### config.mk
export PLATFORM = sky130hd
export DESIGN_NAME = matrix_writeback
export DESIGN_NICKNAME = d
export VERILOG_FILES = /design/src/rtl/matrix_pkg.sv /design/src/rtl/matrix_writeback_wb_fifo.sv /design/src/rtl/matrix_writeback.sv
export SDC_FILE = /design/constraint.sdc
export NUM_CORES = 1
export LEC_CHECK = 0
export CAP_MARGIN = 20
export CELL_PAD_IN_SITES_DETAIL_PLACEMENT = 1
export CELL_PAD_IN_SITES_GLOBAL_PLACEMENT = 1
export CORE_MARGIN = 2
export CORE_UTILIZATION = 41
export CTS_CLUSTER_DIAMETER = 60
export DETAILED_ROUTE_END_ITERATION = 8
export PLACE_DENSITY = 0.89
export SLEW_MARGIN = 0
export SYNTH_ARGS = -nofsm -noshare
export SYNTH_HDL_FRONTEND = slang
export SYNTH_HIERARCHICAL = 1
export SYNTH_SLANG_ARGS = --single-unit
export TNS_END_PERCENT = 10
### constraint.sdc
create_clock -name clk -period 5.9 [get_ports clk]
set_input_delay 1.475 -clock clk [delete_from_list [all_inputs] [get_ports clk]]
set_output_delay 1.475 -clock clk [all_outputs]
set_load 0.02 [all_outputs]
### src/rtl/matrix_pkg.sv
// ============================================================================
//  Module   : matrix_pkg
//  Purpose  : Register map, status codes and RAM layout shared by matrix DMAs.
//  Revision : 1.0
// ============================================================================
`default_nettype none

package matrix_pkg;

    localparam int unsigned MAX_DIM    = 32;
    localparam int unsigned RAM_STRIDE = 32;
    localparam int unsigned RAM_ADDR_W = 10;

    localparam logic REG_PTR    = 1'b0;
    localparam logic REG_RESULT = 1'b0;
    localparam logic REG_LEN    = 1'b1;
    localparam logic REG_STATUS = 1'b1;

    localparam logic STATUS_READY = 1'b0;
    localparam logic STATUS_BUSY  = 1'b1;

    typedef enum logic [1:0] {
        S_IDLE = 2'd0,
        S_RUN  = 2'd1,
        S_DONE = 2'd2
    } wb_state_t;

    function automatic logic [RAM_ADDR_W-1:0] rowcol_addr(input logic [4:0] row,
                                                          input logic [4:0] col);
        return RAM_ADDR_W'(row) * RAM_ADDR_W'(RAM_STRIDE) + RAM_ADDR_W'(col);
    endfunction

endpackage

`default_nettype wire

### src/rtl/matrix_writeback_wb_fifo.sv
// ============================================================================
//  Module   : wb_fifo
//  Purpose  : Two-entry 32-bit FIFO decoupling RAM read data from bus stalls.
//  Revision : 1.0
// ============================================================================
`default_nettype none

module wb_fifo (
    input  logic        clk,
    input  logic        rst_n,
    input  logic        i_push,
    input  logic        i_pop,
    input  logic [31:0] i_data,
    output logic [31:0] o_head,
    output logic        o_empty,
    output logic        o_full,
    output logic [1:0]  o_count
);

    logic [31:0] r_mem [2];
    logic        r_wptr;
    logic        r_rptr;
    logic [1:0]  r_count;
    logic        w_push;
    logic        w_pop;

    assign o_empty = (r_count == 2'd0);
    assign o_full  = (r_count == 2'd2);
    assign o_count = r_count;
    assign o_head  = r_mem[r_rptr];
    assign w_pop   = i_pop && !o_empty;
    assign w_push  = i_push && (!o_full || w_pop);

    always_ff @(posedge clk or negedge rst_n) begin
        if (!rst_n) begin
            r_mem[0] <= 32'd0;
            r_mem[1] <= 32'd0;
            r_wptr   <= 1'b0;
            r_rptr   <= 1'b0;
            r_count  <= 2'd0;
        end else begin
            if (w_push) begin
                r_mem[r_wptr] <= i_data;
                r_wptr        <= ~r_wptr;
            end
            if (w_pop) begin
                r_rptr <= ~r_rptr;
            end
            r_count <= r_count + {1'b0, w_push} - {1'b0, w_pop};
        end
    end

endmodule

`default_nettype wire

### src/rtl/matrix_writeback.sv
// ============================================================================
//  Module   : matrix_writeback
//  Purpose  : Avalon-MM write-master DMA streaming the NxN matrix RAM to memory.
//  Revision : 1.0
// ============================================================================
`default_nettype none

module matrix_writeback
    import matrix_pkg::*;
(
    input  logic        clk,
    input  logic        rst_n,
    input  logic        i_slave_address,
    input  logic [31:0] i_slave_writedata,
    input  logic        i_slave_write,
    input  logic        i_slave_read,
    output logic [31:0] o_slave_readdata,
    output logic        o_slave_waitrequest,
    output logic        o_irq,
    output logic [29:0] o_address,
    output logic        o_write,
    output logic [31:0] o_writedata,
    input  logic        i_waitrequest,
    output logic [9:0]  o_ram_addr,
    input  logic [31:0] i_ram_q
);

    wb_state_t   r_state;
    wb_state_t   w_next;
    logic [31:0] r_ptr;
    logic [31:0] r_addr;
    logic [5:0]  r_len;
    logic [4:0]  r_row;
    logic [4:0]  r_col;
    logic        r_rd_done;
    logic        r_rd_vld;
    logic [10:0] r_words;
    logic        r_irq;

    logic [5:0]  w_len;
    logic        w_start;
    logic [10:0] w_total;
    logic [4:0]  w_last_idx;
    logic        w_accept;
    logic        w_last_accept;
    logic        w_issue;
    logic [2:0]  w_slots_used;
    logic        w_irq_set;
    logic        w_status;
    logic        w_fifo_empty;
    logic        w_fifo_full;
    logic [1:0]  w_fifo_count;

    assign w_len         = i_slave_writedata[5:0];
    assign w_start       = i_slave_write && (i_slave_address == REG_LEN)
                           && (r_state == S_IDLE) && (32'(w_len) <= MAX_DIM);
    assign w_total       = 11'(r_len) * 11'(r_len);
    assign w_last_idx    = r_len[4:0] - 5'd1;
    assign w_accept      = o_write && !i_waitrequest;
    assign w_last_accept = w_accept && (r_words == w_total - 11'd1);
    // A slot freed by this cycle's acceptance may be refilled immediately.
    assign w_slots_used  = {1'b0, w_fifo_count} + {2'b0, r_rd_vld};
    assign w_issue       = (r_state == S_RUN) && !r_rd_done
                           && (w_slots_used < (w_accept ? 3'd3 : 3'd2));
    assign w_irq_set     = ((r_state == S_RUN) && w_last_accept)
                           || ((r_state == S_DONE) && (r_len == 6'd0));
    assign w_status      = (r_state == S_RUN) ? STATUS_BUSY : STATUS_READY;

    assign o_slave_waitrequest = 1'b0;
    assign o_slave_readdata    = (i_slave_address == REG_RESULT) ? {21'd0, r_words}
                                                                 : {31'd0, w_status};
    assign o_irq      = r_irq;
    assign o_address  = r_addr[29:0];
    assign o_write    = !w_fifo_empty;
    assign o_ram_addr = rowcol_addr(r_row, r_col);

    wb_fifo u_fifo (
        .clk     (clk),
        .rst_n   (rst_n),
        .i_push  (r_rd_vld),
        .i_pop   (w_accept),
        .i_data  (i_ram_q),
        .o_head  (o_writedata),
        .o_empty (w_fifo_empty),
        .o_full  (w_fifo_full),
        .o_count (w_fifo_count)
    );

    always_ff @(posedge clk or negedge rst_n) begin
        if (!rst_n) begin
            r_state <= S_IDLE;
        end else begin
            r_state <= w_next;
        end
    end

    always_comb begin
        w_next = r_state;
        case (r_state)
            S_IDLE:  if (w_start) w_next = (w_len == 6'd0) ? S_DONE : S_RUN;
            S_RUN:   if (w_last_accept) w_next = S_DONE;
            S_DONE:  w_next = S_IDLE;
            default: w_next = S_IDLE;
        endcase
    end

    always_ff @(posedge clk or negedge rst_n) begin
        if (!rst_n) begin
            r_ptr     <= 32'd0;
            r_addr    <= 32'd0;
            r_len     <= 6'd0;
            r_row     <= 5'd0;
            r_col     <= 5'd0;
            r_rd_done <= 1'b0;
            r_rd_vld  <= 1'b0;
            r_words   <= 11'd0;
            r_irq     <= 1'b0;
        end else begin
            r_rd_vld <= w_issue;
            if (i_slave_write && (i_slave_address == REG_PTR)) begin
                r_ptr <= i_slave_writedata;
            end
            if (w_start) begin
                r_len     <= w_len;
                r_row     <= 5'd0;
                r_col     <= 5'd0;
                r_rd_done <= 1'b0;
                r_addr    <= r_ptr;
                r_words   <= 11'd0;
            end else begin
                // The read pointer parks on the final element instead of running past it.
                if (w_issue) begin
                    if (r_col == w_last_idx) begin
                        if (r_row == w_last_idx) begin
                            r_rd_done <= 1'b1;
                        end else begin
                            r_row <= r_row + 5'd1;
                            r_col <= 5'd0;
                        end
                    end else begin
                        r_col <= r_col + 5'd1;
                    end
                end
                if (w_accept) begin
                    r_addr  <= r_addr + 32'd4;
                    r_words <= r_words + 11'd1;
                end
            end
            if (w_irq_set) begin
                r_irq <= 1'b1;
            end else if (i_slave_read) begin
                r_irq <= 1'b0;
            end
        end
    end

endmodule

`default_nettype wire
==> results of run 1 <==
[routing by layer]
layer,routed length [um],track usage
met1,9376,0.2396
met2,11780,0.3532
met3,733,0.04209
met4,499,0.05996
met5,0,0
[state kept, by name, summed over array words and instances (netlist names), 2 cells and up]
register	flops
r_words	11
r_len	6
u_fifo/r_mem	64
u_fifo/o_count	2
r_state	2
r_col	5
r_row	5
r_ptr	30
r_addr	30
[power breakdown]
group | switching [mW] | total (mW) | internal, mW
logic | 2.06 | 4.18 | 2.12
registers | 0.472 | 2.00 | 1.53
clock network | 0.452 | 1.09 | 0.639
total | 2.98 | 7.27 | 4.29
[placed cells by master, fill, tap and decap left out, drive strengths merged, types with 8 or more instances in the layout]
cell,instances
dfrtp,160
clkdlybuf4s50,151
mux2,127
nand2,79
o21ai,48
xor2,42
inv,34
ha,28
xnor2,27
nor2,27
nand3,23
conb,23
clkbuf,21
a21oi,18
nor2b,16
nand4,15
fa,11
nor3,11
and3,8
or3,8
buf,8
[critical path: stages]
cell and delay, ns:
clkdlybuf4s50_1 0.88, mux2_2 0.40, clkdlybuf4s50_1 0.58
[final cells by class]
cell class / instances / area, sq um / share of cell area
Sequential cell: 160 / 4004 / 0.3534
Multi-Input combinational cell: 568 / 4672 / 0.4124
Clock buffer: 21 / 450.4 / 0.03976
Inverter: 32 / 120.1 / 0.01060
Tap cell: 280 / 350.3 / 0.03093
Timing Repair Buffer: 159 / 1600 / 0.1413
Clock inverter: 11 / 131.4 / 0.01160
[metrics by stage]
step,std cells,hold WS (ns),power (mW),util
2_1_floorplan,816,0.4348,4.883,-
3_3_place_gp,1199,0.4446,5.984,0.4940
3_5_place_dp,1199,0.4620,6.212,0.4940
4_1_cts,1231,0.4781,7.360,0.5207
5_1_grt,1231,0.4888,7.832,0.5207
6_report,1231,0.4759,7.275,0.5207
[path summary, 6_finish.rpt]
path / endpoint
worst max-delay path: o_slave_readdata[0]
worst min-delay path: r_addr[0]
worst max register to register: r_state[0]
worst min register to register: r_addr[0]
max in group asynchronous: r_ptr[24]
min in group asynchronous: u_fifo/r_mem[13]
==> results.md, run 1 <==
- Status: completed
- Total Wirelength: 22.39 mm
- Inserted Clock Buffers: 17
- Critical Path AT: approximately 3.3 ns
- Slew Limit Fails: 0
- Slew @ Worst Pin: roughly 0.95 ns
- Initial antenna violation count: 0
- VDD IR max: 303.1 uV
- FF-to-FF setup slack: between 1 and 1.5 ns
- Overflow after GRT: 0
- Final Hold Viols: 0
- First-pass GRT wire length: 37.40 mm
- Max Root-Sink Buffers: 2
- Synthesized area: 9059 sq um
- Count of final setup violators: 0
- Number of H-tree levels: 4
- Post-DRT Antenna Nets: 0
- Final period utilization: 0.8162
- Max Clock Skew: 0.01055 ns
- Final instance area: 11330 sq um
- Chip Height: 152.6 um
- Worst R2R Path Depth: 15
- Pwr Density: 642.2 nW/um^2
- Vias in the first global route: 6969
- Fin Setup TNS: 0 ns
- Initial DRC Count: 286
- Pre-CTS setup slack: 1.092 ns
- CTS resizes: 0
- Setup crit start: i_slave_address
- Die width: 152.6 um
- Post-CTS Setup Bufs: 0
- Gpl congestion: 0.7942
- Crit path kind: primary input to primary output
- Post-DP HPWL: between 15 and 20 mm
- Worst hold stages: 2
- Layout area overhead: 25.06%
- IO Pins: 177
- CTS sink count: 160
- Max FO, Critical Path: 13
- CTS tree: done
- FP Rows: 54
- Antenna diodes: 0
- Avg WL per Cell: 18.19 um
- Max-cap violations: 0
- Crit path time final: approximately 4.8 ns
- Worst EP required: 4.43 ns
- Post-layout nets: 1047
- Vias: around 6300
- Fill cells: 2320
- Leak pwr: 4.865 nW
- Residual DRC: 0
- Largest net degree at the start of global routing: 161
- Worst hold path class: flip-flop to flip-flop
- Crit path capture type: primary output
- Hold_sp: r_ptr[0]
- YS warnings: 6
- Layout cells sized above 1: 0.1914
- Avg Cell Area, Syn: 11.41 sq um
- Post-synthesis instance total: 794
- Max Clk Rate: 207.7 MHz
- Initial DRT Pass Iterations: 5
- Dpl cell area: 10750 sq um
- Crit path launch type: primary input
- DR vias/cell: 5.157
- Die ar.: between 20000 and 25000 sq um
- Fin worst setup slack: 1.084 ns
- Tot GR Track Use: 0.1978
- Core area: ~22000 sq um
- CTS clk-pin slew, worst paths: around 0.060 ns
- Input/output buffers: 152
- Post-CTS Hold Buffers: 0
- RSZ-0062 raised after global routing: false
- Clk Latency, worst-skew pair: ~0.42 ns
- CTS Root Cell: clkbuf_16
- RR Startpoint: r_len[2]
- Initial core utilization: 0.4164
- Slew headroom: 0.3590
Note: power is estimated with default switching activity, not from simulation.
==> inputs of run 2 (changes only) <==
Settings changed: CORE_UTILIZATION 41 to 37, PLACE_DENSITY 0.89 to 0.85.
Clock period 5.9 ns to 4.05 ns, I/O delays scaled along.
==> run 2 against run 1 <==
  * The flow now finishes with violations (negative setup slack)
  * Count of clock-buffer cells in the layout down 3
  * Setup slack worse by 1.1 ns
  * Critical path type is now flip-flop to flip-flop
  * Final cell count up 5.4%
  * Total power up 60%
  * Die area up 11%
  * Via count up 1.3%
  * Worst hold slack worse by 0.0066 ns
  * Largest power group unchanged
  * First-iteration DRC count down 11%
==> results.md, run 2 (same netlist as run 1, synthesis figures left out) <==
- Overflow after GRT: 0
- First-pass GRT wire length: 38.61 mm
- Crit path time final: 4.069 ns
- Failing checks: negative setup slack
- Leak pwr: 4.996 nW
- Layout cells sized above 1: 0.2384
- CTS clk-pin slew, worst paths: 0.06 ns
- Final Core Density: 0.4863
- Slew @ Worst Pin: 0.7646 ns
- FP Rows: 57
- Layout area overhead: 29.79%
- Initial DRC Count: about 260
- Leading cell types in the layout, fill and taps excluded: dfrtp_1 (159), clkdlybuf4s50_1 (151), nand2_1 (77), mux2_2 (68), mux2_4 (59)
- Largest register FFs: 64
- Vias: 6431
- Post-DRT Antenna Nets: 0
- Post-CTS Hold Buffers: 0
- Vias in the first global route: 7105
- Die width: 160.5 um
- Most common cell after layout, fill and taps aside: dfrtp_1
- Initial DRT Pass Iterations: 4
- Input/output buffers: around 150
- Cells along the critical path: nand2_2, inv_2, fa_1, inv_1, fa_1, inv_2, fa_2, ha_4, ha_4, nand3_2, a21o_1, a21boi_2, or3_1, a2111o_1, a22o_1
- CTS sink count: 160
- Count of final setup violators: 1
- Crit path launch type: flip-flop
- Core area: 24180 sq um
- Die ar.: 25750 sq um
- Worst path slowest cell: fa_2
- Post-layout nets: 1071
- Pwr Density: 988.9 nW/um^2
- Max Clock Skew: 0.01227 ns
- Max FO, Critical Path: 5
- DR top layer: met5
- Metal-1 WL: 9.669 mm
- Final Hold Viols: 0
- Worst hold path class: flip-flop to flip-flop
- Met2 Wirelength: 12.37 mm
- Worst EP required: roughly 4.4 ns
- Clk Latency, worst-skew pair: 0.42 ns
- Crit path capture type: flip-flop
- CP max stage delay: about 0.53 ns
- CTS tree: done
- Buf+Inv Stages, Crit Path: 3
- Post-DP HPWL: 17.44 mm
- Gpl congestion: a little under 0.8
- Crit path kind: flip-flop to flip-flop
- Final period utilization: 1.005
- Top delay family on crit path: adder cells
- Top Registers: u_fifo/r_mem x64, r_addr x30, r_ptr x30
- VDD IR max: about 680 uV
- Critical Path AT: about 4.4 ns
- Inserted Clock Buffers: 17
- Routed length on met3: 1.419 mm
- Max Root-Sink Buffers: 2
- Pre-CTS setup slack: -0.1000 ns
- Residual DRC: 0
- Fin worst setup slack: -0.01877 ns
- Slew headroom: 0.4868
- Initial antenna violation count: 2
- DR vias/cell: about 5.0
- Status: complete, but fails checks
- Max Clk Rate: about 250 MHz
- Initial core utilization: 0.3747
- Total Wirelength: 23.70 mm
- Top reg by flops: u_fifo/r_mem
- Number of H-tree levels: 4
- Avg WL per Cell: 18.26 um
- Tot GR Track Use: 0.1887
- Slew Limit Fails: 0
- Chip Height: 160.5 um
- IO Pins: 177
- Max-cap violations: 0
- CTS Root Cell: clkbuf_16
- RSZ-0062 raised after global routing: true
- Largest net degree at the start of global routing: 77
run 2: cell count changes in the layout (fill, tap and decap cells not counted), sizes merged:
| cell | before | now |
|---|---|---|
| buf | 8 | 32 |
| bufinv | 2 | 1 |
| clkbuf | 21 | 18 |
| clkinv | 4 | 2 |
| diode | 0 | 1 |
| inv | 34 | 38 |
run 2: per-layer routing:
layer | vias up | global-route usage
li1 | 3018 | -
met1 | 3250 | 0.2256
met2 | 138 | 0.3348
met3 | 23 | 0.05630
met4 | 2 | 0.04259
met5 | - | 0
run 2: repair_timing:
action                     in CTS  in global routing
cloned                          0                  0
buffers inserted                2                  0
setup endpoints to repair       3                  3
pin swaps                       3                  6
resized for setup               5                  9
run 2: through the flow:
| step | hold WS, ns | total power [mW] | area [sq um] | cells | setup TNS, ns |
|---|---|---|---|---|---|
| after floorplan | 0.4348 | 7.534 | 9268 | 816 | 0 |
| after global placement | 0.4540 | 9.312 | 11110 | 1265 | -0.02053 |
| after detailed placement | 0.4626 | 9.712 | 11110 | 1265 | -0.1000 |
| after CTS | 0.4749 | 11.47 | 11700 | 1297 | -0.01003 |
| after global routing | 0.5056 | 12.44 | 11760 | 1298 | -0.2923 |
| final | 0.4693 | 11.63 | 11760 | 1298 | -0.01877 |
run 2: final cells by class:
type / instances / area [sq um]
well taps: 324 / 405.4
repair buffers: 183 / 1818
clock inverters: 12 / 126.4
fillers: 2555 / 12420
inverters: 32 / 120.1
diodes: 1 / 2.502
multi-input cells: 568 / 4841
clock buffers: 18 / 439.2
flip-flops and latches: 160 / 4005
run 2: worst paths after layout:
path / cells after the start / end / from / slack [ns]
worst max-delay path: 15 / r_state[0] / r_len[2] / -0.02
worst min-delay path: 2 / r_addr[1] / r_ptr[1] / 0.47
worst max register to register: 15 / r_state[0] / r_len[2] / -0.02
worst min register to register: 2 / r_addr[1] / r_ptr[1] / 0.47
max in group asynchronous: 2 / r_ptr[9] / rst_n / 2.61
min in group asynchronous: 1 / u_fifo/r_mem[22] / rst_n / 0.62
run 2: where the power goes:
group / internal [mW] / switching [mW] / total, mW
Clock: 0.874 / 0.696 / 1.57
Sequential: 2.23 / 0.583 / 2.82
Combinational: 3.74 / 3.50 / 7.24
run 2: tightest hold or removal path: cells and delay by family (launching register included):
kind / cells / cell delay [ns]
DFF: 1 / 0.34
and+or+nand+nor: 2 / 0.10
==> inputs of run 3 (changes only) <==
--- a/config.mk
+++ b/config.mk
@@ -10,8 +10,8 @@
 export CELL_PAD_IN_SITES_GLOBAL_PLACEMENT = 1
 export CORE_MARGIN = 2
-export CORE_UTILIZATION = 37
+export CORE_UTILIZATION = 41
 export CTS_CLUSTER_DIAMETER = 60
 export DETAILED_ROUTE_END_ITERATION = 8
-export PLACE_DENSITY = 0.85
+export PLACE_DENSITY = 0.89
 export SLEW_MARGIN = 0
 export SYNTH_ARGS = -nofsm -noshare
==> constraint.sdc (replaced) <==
create_clock -name clk -period 4.65 [get_ports clk]
set_input_delay 1.1625 -clock clk [delete_from_list [all_inputs] [get_ports clk]]
set_output_delay 1.1625 -clock clk [all_outputs]
set_load 0.1 [all_outputs]
==> run 3 against run 2 <==
  * The flow now finishes without violations
  * Final cell count shrank 4.5%
  * Flip-flop and latch count stayed put
  * Sequential share of layout area up 1.2 points
  * Clock skew is 0.0017 ns lower
  * Via count increased by 0.79%
  * Worst hold slack better by 0.011 ns
  * Setup slack gained 0.29 ns
  * Wire length shrank 2.5%
  * Critical path type unchanged
  * Critical endpoint unchanged
==> results.md, run 3 (same netlist as run 1, synthesis figures left out) <==
- Input/output buffers: 152
- Met1 global-route usage: 0.2440
- Critical Path AT: between 4 and 5 ns
- RR Startpoint: r_len[1]
- End of the worst hold path: r_addr[0]
- Post-DP HPWL: approximately 17 mm
- Slew Limit Fails: 0
- M3 GR Usage: 0.04209
- Fin Setup TNS: 0 ns
- Initial DRT Pass Iterations: 5
- Crit path time final: 4.380 ns
- Post-CTS Setup Bufs: 0
- Worst EP required: 4.95 ns
- Number of H-tree levels: 4
- Crit path capture type: flip-flop
- Largest net degree at the start of global routing: 76
- Gpl congestion: 0.7703
- Post-layout nets: 1057
- Crit Reg-Reg Endpoint: r_state[0]
- Hold_sp: r_ptr[0]
- FF-to-FF setup slack: 0.27 ns
- CTS Root Cell: clkbuf_16
- Initial DRC Count: about 280
- Inserted Clock Buffers: 17
- CTS resizes: 0
- FP Rows: 54
- Top Registers: u_fifo/r_mem x64, r_addr x30, r_ptr x30
- Crit path kind: flip-flop to flip-flop
- IO Pins: 177
- Max Clock Skew: between 0.01 and 0.015 ns
- GR met2 Demand/Resource: 0.3577
- Post-DRT Antenna Nets: 0
- Count of final setup violators: 0
- Die width: 152.6 um
- Crit path launch type: flip-flop
- CTS sink count: 160
- CTS tree: done
- Overflow after GRT: 0
- GRT Max-Usage Layer: met2
- Tot GR Track Use: 0.2015
- Worst hold stages: 2
- Core area: around 22000 sq um
- Total Wirelength: 23.12 mm
- Vias: 6482
- Most common cell after layout, fill and taps aside: dfrtp_1
- First-pass GRT wire length: 37.63 mm
- DR vias/cell: 5.227
- RSZ-0062 raised after global routing: false
- Worst hold path class: flip-flop to flip-flop
- Status: completed
- Worst hold slack: ~0.48 ns
- Final period utilization: 0.9419
- Initial antenna violation count: 1
- Residual DRC: 0
- Largest register FFs: 64
- Slew headroom: 0.3074
- Vias in the first global route: 6925
- Max Root-Sink Buffers: 2
- Layout cells sized above 1: 0.2450
- Layout area overhead: 25.32%
- Max FO, Critical Path: 4
- Die ar.: between 20000 and 25000 sq um
- Top reg by flops: u_fifo/r_mem
- Chip Height: 152.6 um
- Initial core utilization: 0.4164
- Max-cap violations: 0
- Final Hold Viols: 0
- Avg WL per Cell: 18.64 um
- Post-CTS Hold Buffers: 0
- Clk Latency, worst-skew pair: ~0.42 ns
- Worst R2R Path Depth: 15
- Leading cell types in the layout, fill and taps excluded: dfrtp_1 (160), clkdlybuf4s50_1 (108), nand2_1 (79), mux2_2 (68), mux2_4 (59)
- Max Clk Rate: 228.3 MHz
- CTS clk-pin slew, worst paths: 0.07 ns
- Slew @ Worst Pin: 1.036 ns
[run 3: cell types whose count changed in the layout (fill, tap and decap cells not counted), moves of 3 or more]
cell / before / now
clkdlybuf4s50_1: 151 / 108
buf_4: 26 / 58
ha_1: 21 / 28
ha_4: 7 / 0
bufinv_16: 1 / 5
a21oi_1: 15 / 18
buf_12: 5 / 2
clkinvlp_4: 3 / 0
inv_1: 28 / 31
inv_2: 4 / 1
[run 3: worst max-delay path by stage]
stage	start	endpoint	slack (ns)	depth (start not counted)
2_1_floorplan	r_len[4]	r_state[0]	0.23	17
3_3_place_gp	r_len[2]	r_state[0]	0.34	14
3_5_place_dp	r_len[2]	r_state[0]	0.25	15
4_1_cts	r_len[1]	r_state[0]	0.23	15
5_1_grt	r_len[2]	r_state[0]	0.09	14
6_report	r_len[1]	r_state[0]	0.27	15
[run 3: per-stage QoR]
step / instance area [sq um] / std cells / util / setup slack, ns
floorplan: 9141 / 816 / - / 0.2323
global placement: 10710 / 1209 / 0.4925 / 0.3448
detailed placement: 10710 / 1209 / 0.4925 / 0.2531
CTS: 11350 / 1239 / 0.5217 / 0.2327
global route: 11350 / 1239 / 0.5217 / 0.09277
finish: 11350 / 1240 / 0.5218 / 0.2700
[run 3: cell type report]
type / instances / area [sq um]
clock buffer: 18 / 429.2
tap: 280 / 350.3
inverter: 32 / 120.1
clock inverter: 12 / 206.4
fill: 2331 / 10400
antenna: 1 / 2.502
timing repair buffer: 169 / 1568
multi-input combinational: 568 / 4672
sequential: 160 / 4004
[run 3: critical path, cell delays in order (launching register included)]
cell and delay, ns:
dfrtp_1 0.38, nand2_1 0.12, inv_1 0.08, fa_1 0.51
inv_1 0.05, fa_1 0.47, inv_1 0.06, fa_1 0.47
ha_1 0.31, ha_1 0.36, nand3_1 0.12, and2_1 0.17
a21boi_0 0.13, or3_1 0.35, a2111o_1 0.48, a22o_1 0.20
[run 3: metal layers]
layer | share of wire | wire length, um
met1 | 0.42 | 9622
met2 | 0.53 | 12160
met3 | 0.036 | 832
met4 | 0.022 | 505
met5 | 0 | 0
Power of run 3 is left out: the tool's default activity adds up to more than one toggle a clock period on the data nets, which glitch-free logic cannot reach.
